--- config.mk ---
export PLATFORM = sky130hd
export DESIGN_NAME = nv_ram_fifo_ctrl_19x32
export DESIGN_NICKNAME = d
export VERILOG_FILES = /design/src/rtl/nv_ram_fifo_ctrl_19x32.sv
export SDC_FILE = /design/constraint.sdc
export NUM_CORES = 1
export LEC_CHECK = 0
export ABC_CLOCK_PERIOD_IN_PS = 3110
export CAP_MARGIN = 10
export CORE_MARGIN = 3
export CORE_UTILIZATION = 45
export DETAILED_ROUTE_END_ITERATION = 16
export PLACE_DENSITY = 0.8
export SYNTH_ARGS = -nofsm -noshare
export SYNTH_HDL_FRONTEND = slang
export SYNTH_SLANG_ARGS = --single-unit
--- constraint.sdc ---
create_clock -name clk -period 3.11 [get_ports clk]
set_clock_uncertainty 0.05 [all_clocks]
set_input_delay 0.7775 -clock clk [delete_from_list [all_inputs] [get_ports clk]]
set_output_delay 0.7775 -clock clk [all_outputs]
set_load 0.01 [all_outputs]
--- src/rtl/nv_ram_fifo_ctrl_19x32.sv ---
// -----------------------------------------------------------------------------
// nv_ram_fifo_ctrl_19x32
//
// Controller for a 32-bit FIFO whose storage is an external 19-entry RAM with
// a registered read path, followed by a 4-entry output buffer that gives the
// consumer a zero-latency pop interface.
//
// Read pipeline:
//   cycle t   : issue   (ram_re=1, ram_ra=rd_ptr, RAM captures the address)
//   cycle t+1 : v1=1    (ram_ore=1, RAM output register loads the word)
//   cycle t+2 : v2=1    (ram_dout captured into the output buffer)
// A read is only issued when the output buffer has room for every word that
// is already in the pipeline, so the buffer can never overflow.
//
// Ports:
//   clk, rst              sole clock; asynchronous active-high reset
//   clr                   synchronous flush of all contents and in-flight reads
//   in_valid/in_ready/in_data     push handshake
//   out_valid/out_ready/out_data  pop handshake
//   fifo_count            words held (RAM + read pipeline + output buffer)
//   ram_wa/ram_we/ram_di  RAM write port
//   ram_ra/ram_re         RAM read-address capture
//   ram_ore               RAM output-register enable
//   ram_dout              RAM registered read data
//   ram_byp_sel/ram_dbyp  RAM bypass path, unused (tied off)
//   pwrbus_ram_pd -> ram_pwrbus_ram_pd  power control pass-through
// -----------------------------------------------------------------------------
module nv_ram_fifo_ctrl_19x32 (
    input  logic        clk,
    input  logic        rst,
    input  logic        clr,
    input  logic        in_valid,
    output logic        in_ready,
    input  logic [31:0] in_data,
    output logic        out_valid,
    input  logic        out_ready,
    output logic [31:0] out_data,
    output logic [5:0]  fifo_count,
    output logic [4:0]  ram_wa,
    output logic        ram_we,
    output logic [31:0] ram_di,
    output logic [4:0]  ram_ra,
    output logic        ram_re,
    output logic        ram_ore,
    output logic        ram_byp_sel,
    output logic [31:0] ram_dbyp,
    input  logic [31:0] ram_dout,
    input  logic [31:0] pwrbus_ram_pd,
    output logic [31:0] ram_pwrbus_ram_pd
);

    localparam logic [4:0] RAM_LAST  = 5'd18;  // highest RAM address
    localparam logic [4:0] RAM_DEPTH = 5'd19;
    localparam logic [3:0] OB_DEPTH  = 4'd4;

    function automatic logic [4:0] ram_ptr_inc(input logic [4:0] ptr);
        return (ptr == RAM_LAST) ? 5'd0 : ptr + 5'd1;
    endfunction

    // State
    logic [4:0] wr_ptr_q, wr_ptr_d;
    logic [4:0] rd_ptr_q, rd_ptr_d;
    logic [4:0] ram_cnt_q, ram_cnt_d;
    logic       v1_q, v1_d;
    logic       v2_q, v2_d;
    logic [2:0] ob_cnt_q, ob_cnt_d;
    logic [1:0] ob_wp_q, ob_wp_d;
    logic [1:0] ob_rp_q, ob_rp_d;
    logic [31:0] ob_mem [4];

    // Per-cycle events
    logic       push;
    logic       issue;
    logic       capture;
    logic       pop;
    logic [3:0] ob_reserved;

    always_comb begin
        // NOTE: every signal written here gets a default first, so no path
        // leaves it unassigned and no latch is inferred.
        wr_ptr_d  = wr_ptr_q;
        rd_ptr_d  = rd_ptr_q;
        ram_cnt_d = ram_cnt_q;
        v1_d      = 1'b0;
        v2_d      = 1'b0;
        ob_cnt_d  = ob_cnt_q;
        ob_wp_d   = ob_wp_q;
        ob_rp_d   = ob_rp_q;

        // in_ready is forced low while reset is held; it depends only on the
        // registered count, so a pop cannot open a slot in the same cycle.
        in_ready = !rst && !clr && (ram_cnt_q < RAM_DEPTH);
        push     = in_valid && in_ready;

        // Output-buffer credit: buffered words plus words still in the pipe.
        ob_reserved = {1'b0, ob_cnt_q} + {3'b000, v1_q} + {3'b000, v2_q};
        issue       = !clr && (ram_cnt_q != 5'd0) && (ob_reserved < OB_DEPTH);

        out_valid = (ob_cnt_q != 3'd0);
        capture   = v2_q && !clr;
        pop       = out_valid && out_ready && !clr;

        if (clr) begin
            // Flush: everything zeroed, in-flight read data dropped.
            wr_ptr_d  = 5'd0;
            rd_ptr_d  = 5'd0;
            ram_cnt_d = 5'd0;
            ob_cnt_d  = 3'd0;
            ob_wp_d   = 2'd0;
            ob_rp_d   = 2'd0;
        end else begin
            if (push) begin
                wr_ptr_d = ram_ptr_inc(wr_ptr_q);
            end
            if (issue) begin
                rd_ptr_d = ram_ptr_inc(rd_ptr_q);
            end
            unique case ({push, issue})
                2'b10:   ram_cnt_d = ram_cnt_q + 5'd1;
                2'b01:   ram_cnt_d = ram_cnt_q - 5'd1;
                default: ram_cnt_d = ram_cnt_q;
            endcase

            v1_d = issue;
            v2_d = v1_q;

            // The 4-entry buffer pointers wrap naturally at 2 bits.
            if (capture) begin
                ob_wp_d = ob_wp_q + 2'd1;
            end
            if (pop) begin
                ob_rp_d = ob_rp_q + 2'd1;
            end
            unique case ({capture, pop})
                2'b10:   ob_cnt_d = ob_cnt_q + 3'd1;
                2'b01:   ob_cnt_d = ob_cnt_q - 3'd1;
                default: ob_cnt_d = ob_cnt_q;
            endcase
        end
    end

    // NOTE: sequential state uses non-blocking assignments so every flop
    // samples the pre-edge value of every other flop.
    always_ff @(posedge clk or posedge rst) begin
        if (rst) begin
            wr_ptr_q  <= 5'd0;
            rd_ptr_q  <= 5'd0;
            ram_cnt_q <= 5'd0;
            v1_q      <= 1'b0;
            v2_q      <= 1'b0;
            ob_cnt_q  <= 3'd0;
            ob_wp_q   <= 2'd0;
            ob_rp_q   <= 2'd0;
        end else begin
            wr_ptr_q  <= wr_ptr_d;
            rd_ptr_q  <= rd_ptr_d;
            ram_cnt_q <= ram_cnt_d;
            v1_q      <= v1_d;
            v2_q      <= v2_d;
            ob_cnt_q  <= ob_cnt_d;
            ob_wp_q   <= ob_wp_d;
            ob_rp_q   <= ob_rp_d;
        end
    end

    // NOTE: buffer storage carries no reset; ob_cnt_q alone decides which
    // entries are meaningful, and out_data is masked while the buffer is empty.
    always_ff @(posedge clk) begin
        if (capture) begin
            ob_mem[ob_wp_q] <= ram_dout;
        end
    end

    // RAM write port: combinational in the push cycle.
    assign ram_we = push;
    assign ram_wa = wr_ptr_q;
    assign ram_di = in_data;

    // RAM read port.
    assign ram_re  = issue;
    assign ram_ra  = rd_ptr_q;
    assign ram_ore = v1_q;  // low keeps the RAM output register holding

    assign out_data   = out_valid ? ob_mem[ob_rp_q] : 32'd0;
    assign fifo_count = {1'b0, ram_cnt_q} + {5'd0, v1_q} + {5'd0, v2_q} + {3'd0, ob_cnt_q};

    assign ram_byp_sel       = 1'b0;
    assign ram_dbyp          = 32'd0;
    assign ram_pwrbus_ram_pd = pwrbus_ram_pd;

    // The issue credit must keep the output buffer from ever overflowing.
    a_ob_no_overflow : assert property (
        @(posedge clk) disable iff (rst) !(capture && !pop && (ob_cnt_q == 3'd4))
    );

endmodule

==> key figures <==
Yosys
  • Synth cell count leaders: edfxtp_1 (128), buf_4 (97), and2_1 (37)
  • Warnings, synthesis: 0
  • Top cell type's share of synthesized area: 0.528
  • Post-synthesis async set-or-reset flop share: 0.158
  • Synth cell types: 44
  • Area contributors post-synth: edfxtp_1 (53%), buf_4 (10%), mux4_2 (9.9%)
  • Mean Syn Cell Area: 14.9 um^2
  • Synthesized instance count: 488
  • Post-synth top area cell: edfxtp_1
  • Most frequent cell after synthesis: edfxtp_1
  • Sequential area share after synthesis: 0.610
  • Yosys reg bits: 152
  • Top FF cell, synth: edfxtp_1
  • EDFF count, synth: 128
  • Post-Syn Area: 7290 um^2

Route
  • Met3 WL: 1.49 mm
  • WL final: 16.5 mm
  • WL met1: 5.59 mm
  • Met2 wire length: 9.16 mm
  • Starting DRC count in detailed routing: 192
  • DR top layer: met4
  • Total number of vias: 3,996
  • Remaining DRCs: 0
  • Wirelength per Cell: 21.0 um
  • Antenna Nets Post-Route: 0
  • Number of vias per cell: 5.10
  • 1st-pass router iterations: 4

Worst setup path
  • Kind of critical path: register to primary output
  • CP dominant cell by count: fa_2
  • Slowest stage delay, CP: 590 ps
  • CP cell instances: fa_2 > ha_4 > inv_2 > fa_2 > inv_1 > a21o_1 > a21oi_2 > xnor2_1 > buf_2
  • Top delay family on crit path: adder cells
  • CP max FO: 2
  • Worst Setup End Kind: primary output
  • Reg-to-Reg End: ram_cnt_q[4]$_DFFE_PP0P_
  • CP arrival: 2430 ps
  • Setup crit start: ram_ore$_DFF_PP0_
  • Worst r2r path cells: 12
  • Worst Path Required: 2280 ps
  • Worst path bufs/invs: 3
  • Slowest cell on the critical path: fa_2
  • R2R Path Start: ob_cnt_q[0]$_DFFE_PP0P_
  • R2r setup slk: 160 ps
  • CP Launch Type: register

Timing
  • Achievable Freq: 307 MHz
  • Final setup fails: 4
  • Hold violation count in the final report: 0
  • Period utilization: 1.05
  • Setup slack after layout: -152 ps
  • Min Clock Period, post-route: 3260 ps
  • Final setup TNS: -349 ps
  • Unrepaired setup endpoints after global routing: yes
  • Slew Limit Fails: 0
  • Hold WS: 522 ps

Floorplan
  • IO Count: 251
  • Cell Rows: 45
  • Initial Util: 0.469
  • Core ar.: 15,500 um^2
  • Die Y: 133 um
  • Die X: 133 um
  • Die area: 17,800 um^2

CTS
  • CTS sink count: 152
  • Worst-path clk slew: 60 ps
  • Root Driver: clkbuf_16
  • TritonCTS Buffers: 17
  • Hold_buf cts: 0
  • CTS tree: yes
  • Max Buffers Root-to-Sink: 2
  • Clock Latency Late Sink: 420 ps
  • H-tree depth: 4

Worst hold path
  • WHS Endpoint: ram_ra[4]$_DFFE_PP0P_
  • HP Start: ram_ra[4]$_DFFE_PP0P_
  • Worst hold path depth: 2
  • Worst min-delay path class: register to register

Finish
  • Inserted Diodes: 0
  • # nets final: 682
  • Register area: 4450 um^2
  • Final Instance Count excl. Fillers: 783
  • Fillcell total: 1,184
  • Ratio of cells with drive above 1 in the final layout: 0.243
  • Multi-input logic area: 2160 um^2
  • Area grow syn2layout: 22.3%

Global route
  • First-pass GRT wire length: 24.8 mm
  • Total gr overflow: 0
  • Initial antenna violation count: 0
  • GRT Total Usage: 0.186
  • Vias in the first global route: 4,079
  • Largest net degree at the start of global routing: 36

Place
  • I/O Buffers: 89
  • Placed Cells: 733
  • Final HPWL DP: 11.5 mm
  • Routability cong.: 0.787
  • Placement Setup Slack: -216 ps

Pwr
  • P per Cell Area: 744 nW/um^2
  • Final Power: 6.63 mW
  • Leak: 3.53 nW
  • VDD IR max: 377 uV

Status
  • Failing checks: negative setup slack
  • Status: finished, violations left

Run
  • Max-cap viol count: 0
[report_power, final]
part / leakage, nW / total [mW] / switching (mW) / internal (mW)
logic: 1.74 / 2.02 / 0.944 / 1.08
registers: 1.48 / 2.42 / 0.0986 / 2.32
clock network: 0.312 / 2.19 / 0.881 / 1.30
[registers in the layout (all words and copies together), names as in the netlist]
name,flops
ob_cnt_q,3
ob_mem,128
ram_ore,1
ob_wp_q,2
ram_ra,5
v2_q,1
ram_cnt_q,5
ram_wa,5
ob_rp_q,2
[per-layer routing]
metal | track usage | up-vias
li1 | - | 1785
met3 | 0.0755 | 21
met1 | 0.193 | 2005
met4 | 0.0566 | 0
met5 | 0 | -
met2 | 0.343 | 185
[cell usage in the layout, fill, tap and decap left out, types with 3 or more instances in the layout]
master,synthesis,final
xnor2_1,9,8
ha_1,18,16
inv_6,0,4
edfxtp_1,128,128
dlygate4sd2_1,0,20
buf_2,5,4
and2_2,0,4
a21oi_1,11,9
nor2_1,17,17
conb_1,1,33
clkdlybuf4s50_1,0,54
dfrtp_1,24,22
nor2b_1,6,6
o21ai_0,4,4
a21o_1,6,6
buf_12,0,9
buf_4,97,34
nand2_1,12,11
inv_8,0,6
dlymetal6s2s_1,0,7
clkbuf_16,0,18
nand4_1,3,3
or3_1,4,3
nor3_1,4,4
inv_1,15,13
nand3_1,8,8
mux4_2,32,32
and2_1,37,33
mux2i_1,6,6
bufinv_16,0,3
xor2_1,5,5
[what timing repair did]
item,CTS,global route
gates resized for setup,57,19
pin swaps,2,1
buffers inserted,12,4
cloned,2,0
endpoints found under the setup margin,39,19
hold endpoints to repair,0,0
[cells by family (layout without fill, tap and decap cells)]
kind of cell | Yosys count | in the layout | share of synthesized area
xor+xnor | 14 | 14 | 0.0168
compound gates | 33 | 33 | 0.0313
flops | 152 | 152 | 0.610
simple gates | 97 | 97 | 0.0720
mux | 39 | 39 | 0.109
buf+inv | 130 | 182 | 0.119
other cells | 1 | 33 | 0.000515
fa+ha+maj | 22 | 22 | 0.0419
[worst max-delay path by stage]
stage / endpoint / slack [ps] / cells past startpoint
floorplan: fifo_count[4] / 280 / 8
global placement: fifo_count[4] / -120 / 9
detailed placement: fifo_count[4] / -220 / 9
CTS: fifo_count[4] / -190 / 9
global route: fifo_count[4] / -230 / 9
finish: fifo_count[4] / -150 / 9
[worst min-delay path, delay by kind of cell, from the launching register on]
| kind | cells | cell delay [ps] |
|---|---|---|
| flip-flops | 1 | 410 |
| AND/OR/NAND/NOR | 1 | 70 |
| AO/OA/AOI/OAI | 1 | 60 |
[area by class of cell]
class,instances,share of cell area
multi-input cells,238,0.242
flip-flops and latches,152,0.499
clock buffers,17,0.0477
repair buffers,135,0.152
well taps,211,0.0296
clock inverters,15,0.0230
inverters,15,0.00632
[through the flow]
step                      instance area (um^2)  utilization
final                                     8910        0.574
after global routing                      8910        0.574
after CTS                                 8860        0.570
after detailed placement                  8060        0.518
after global placement                    8060        0.518
after floorplan                           7410            -
Note: power is estimated with default switching activity, not from simulation.
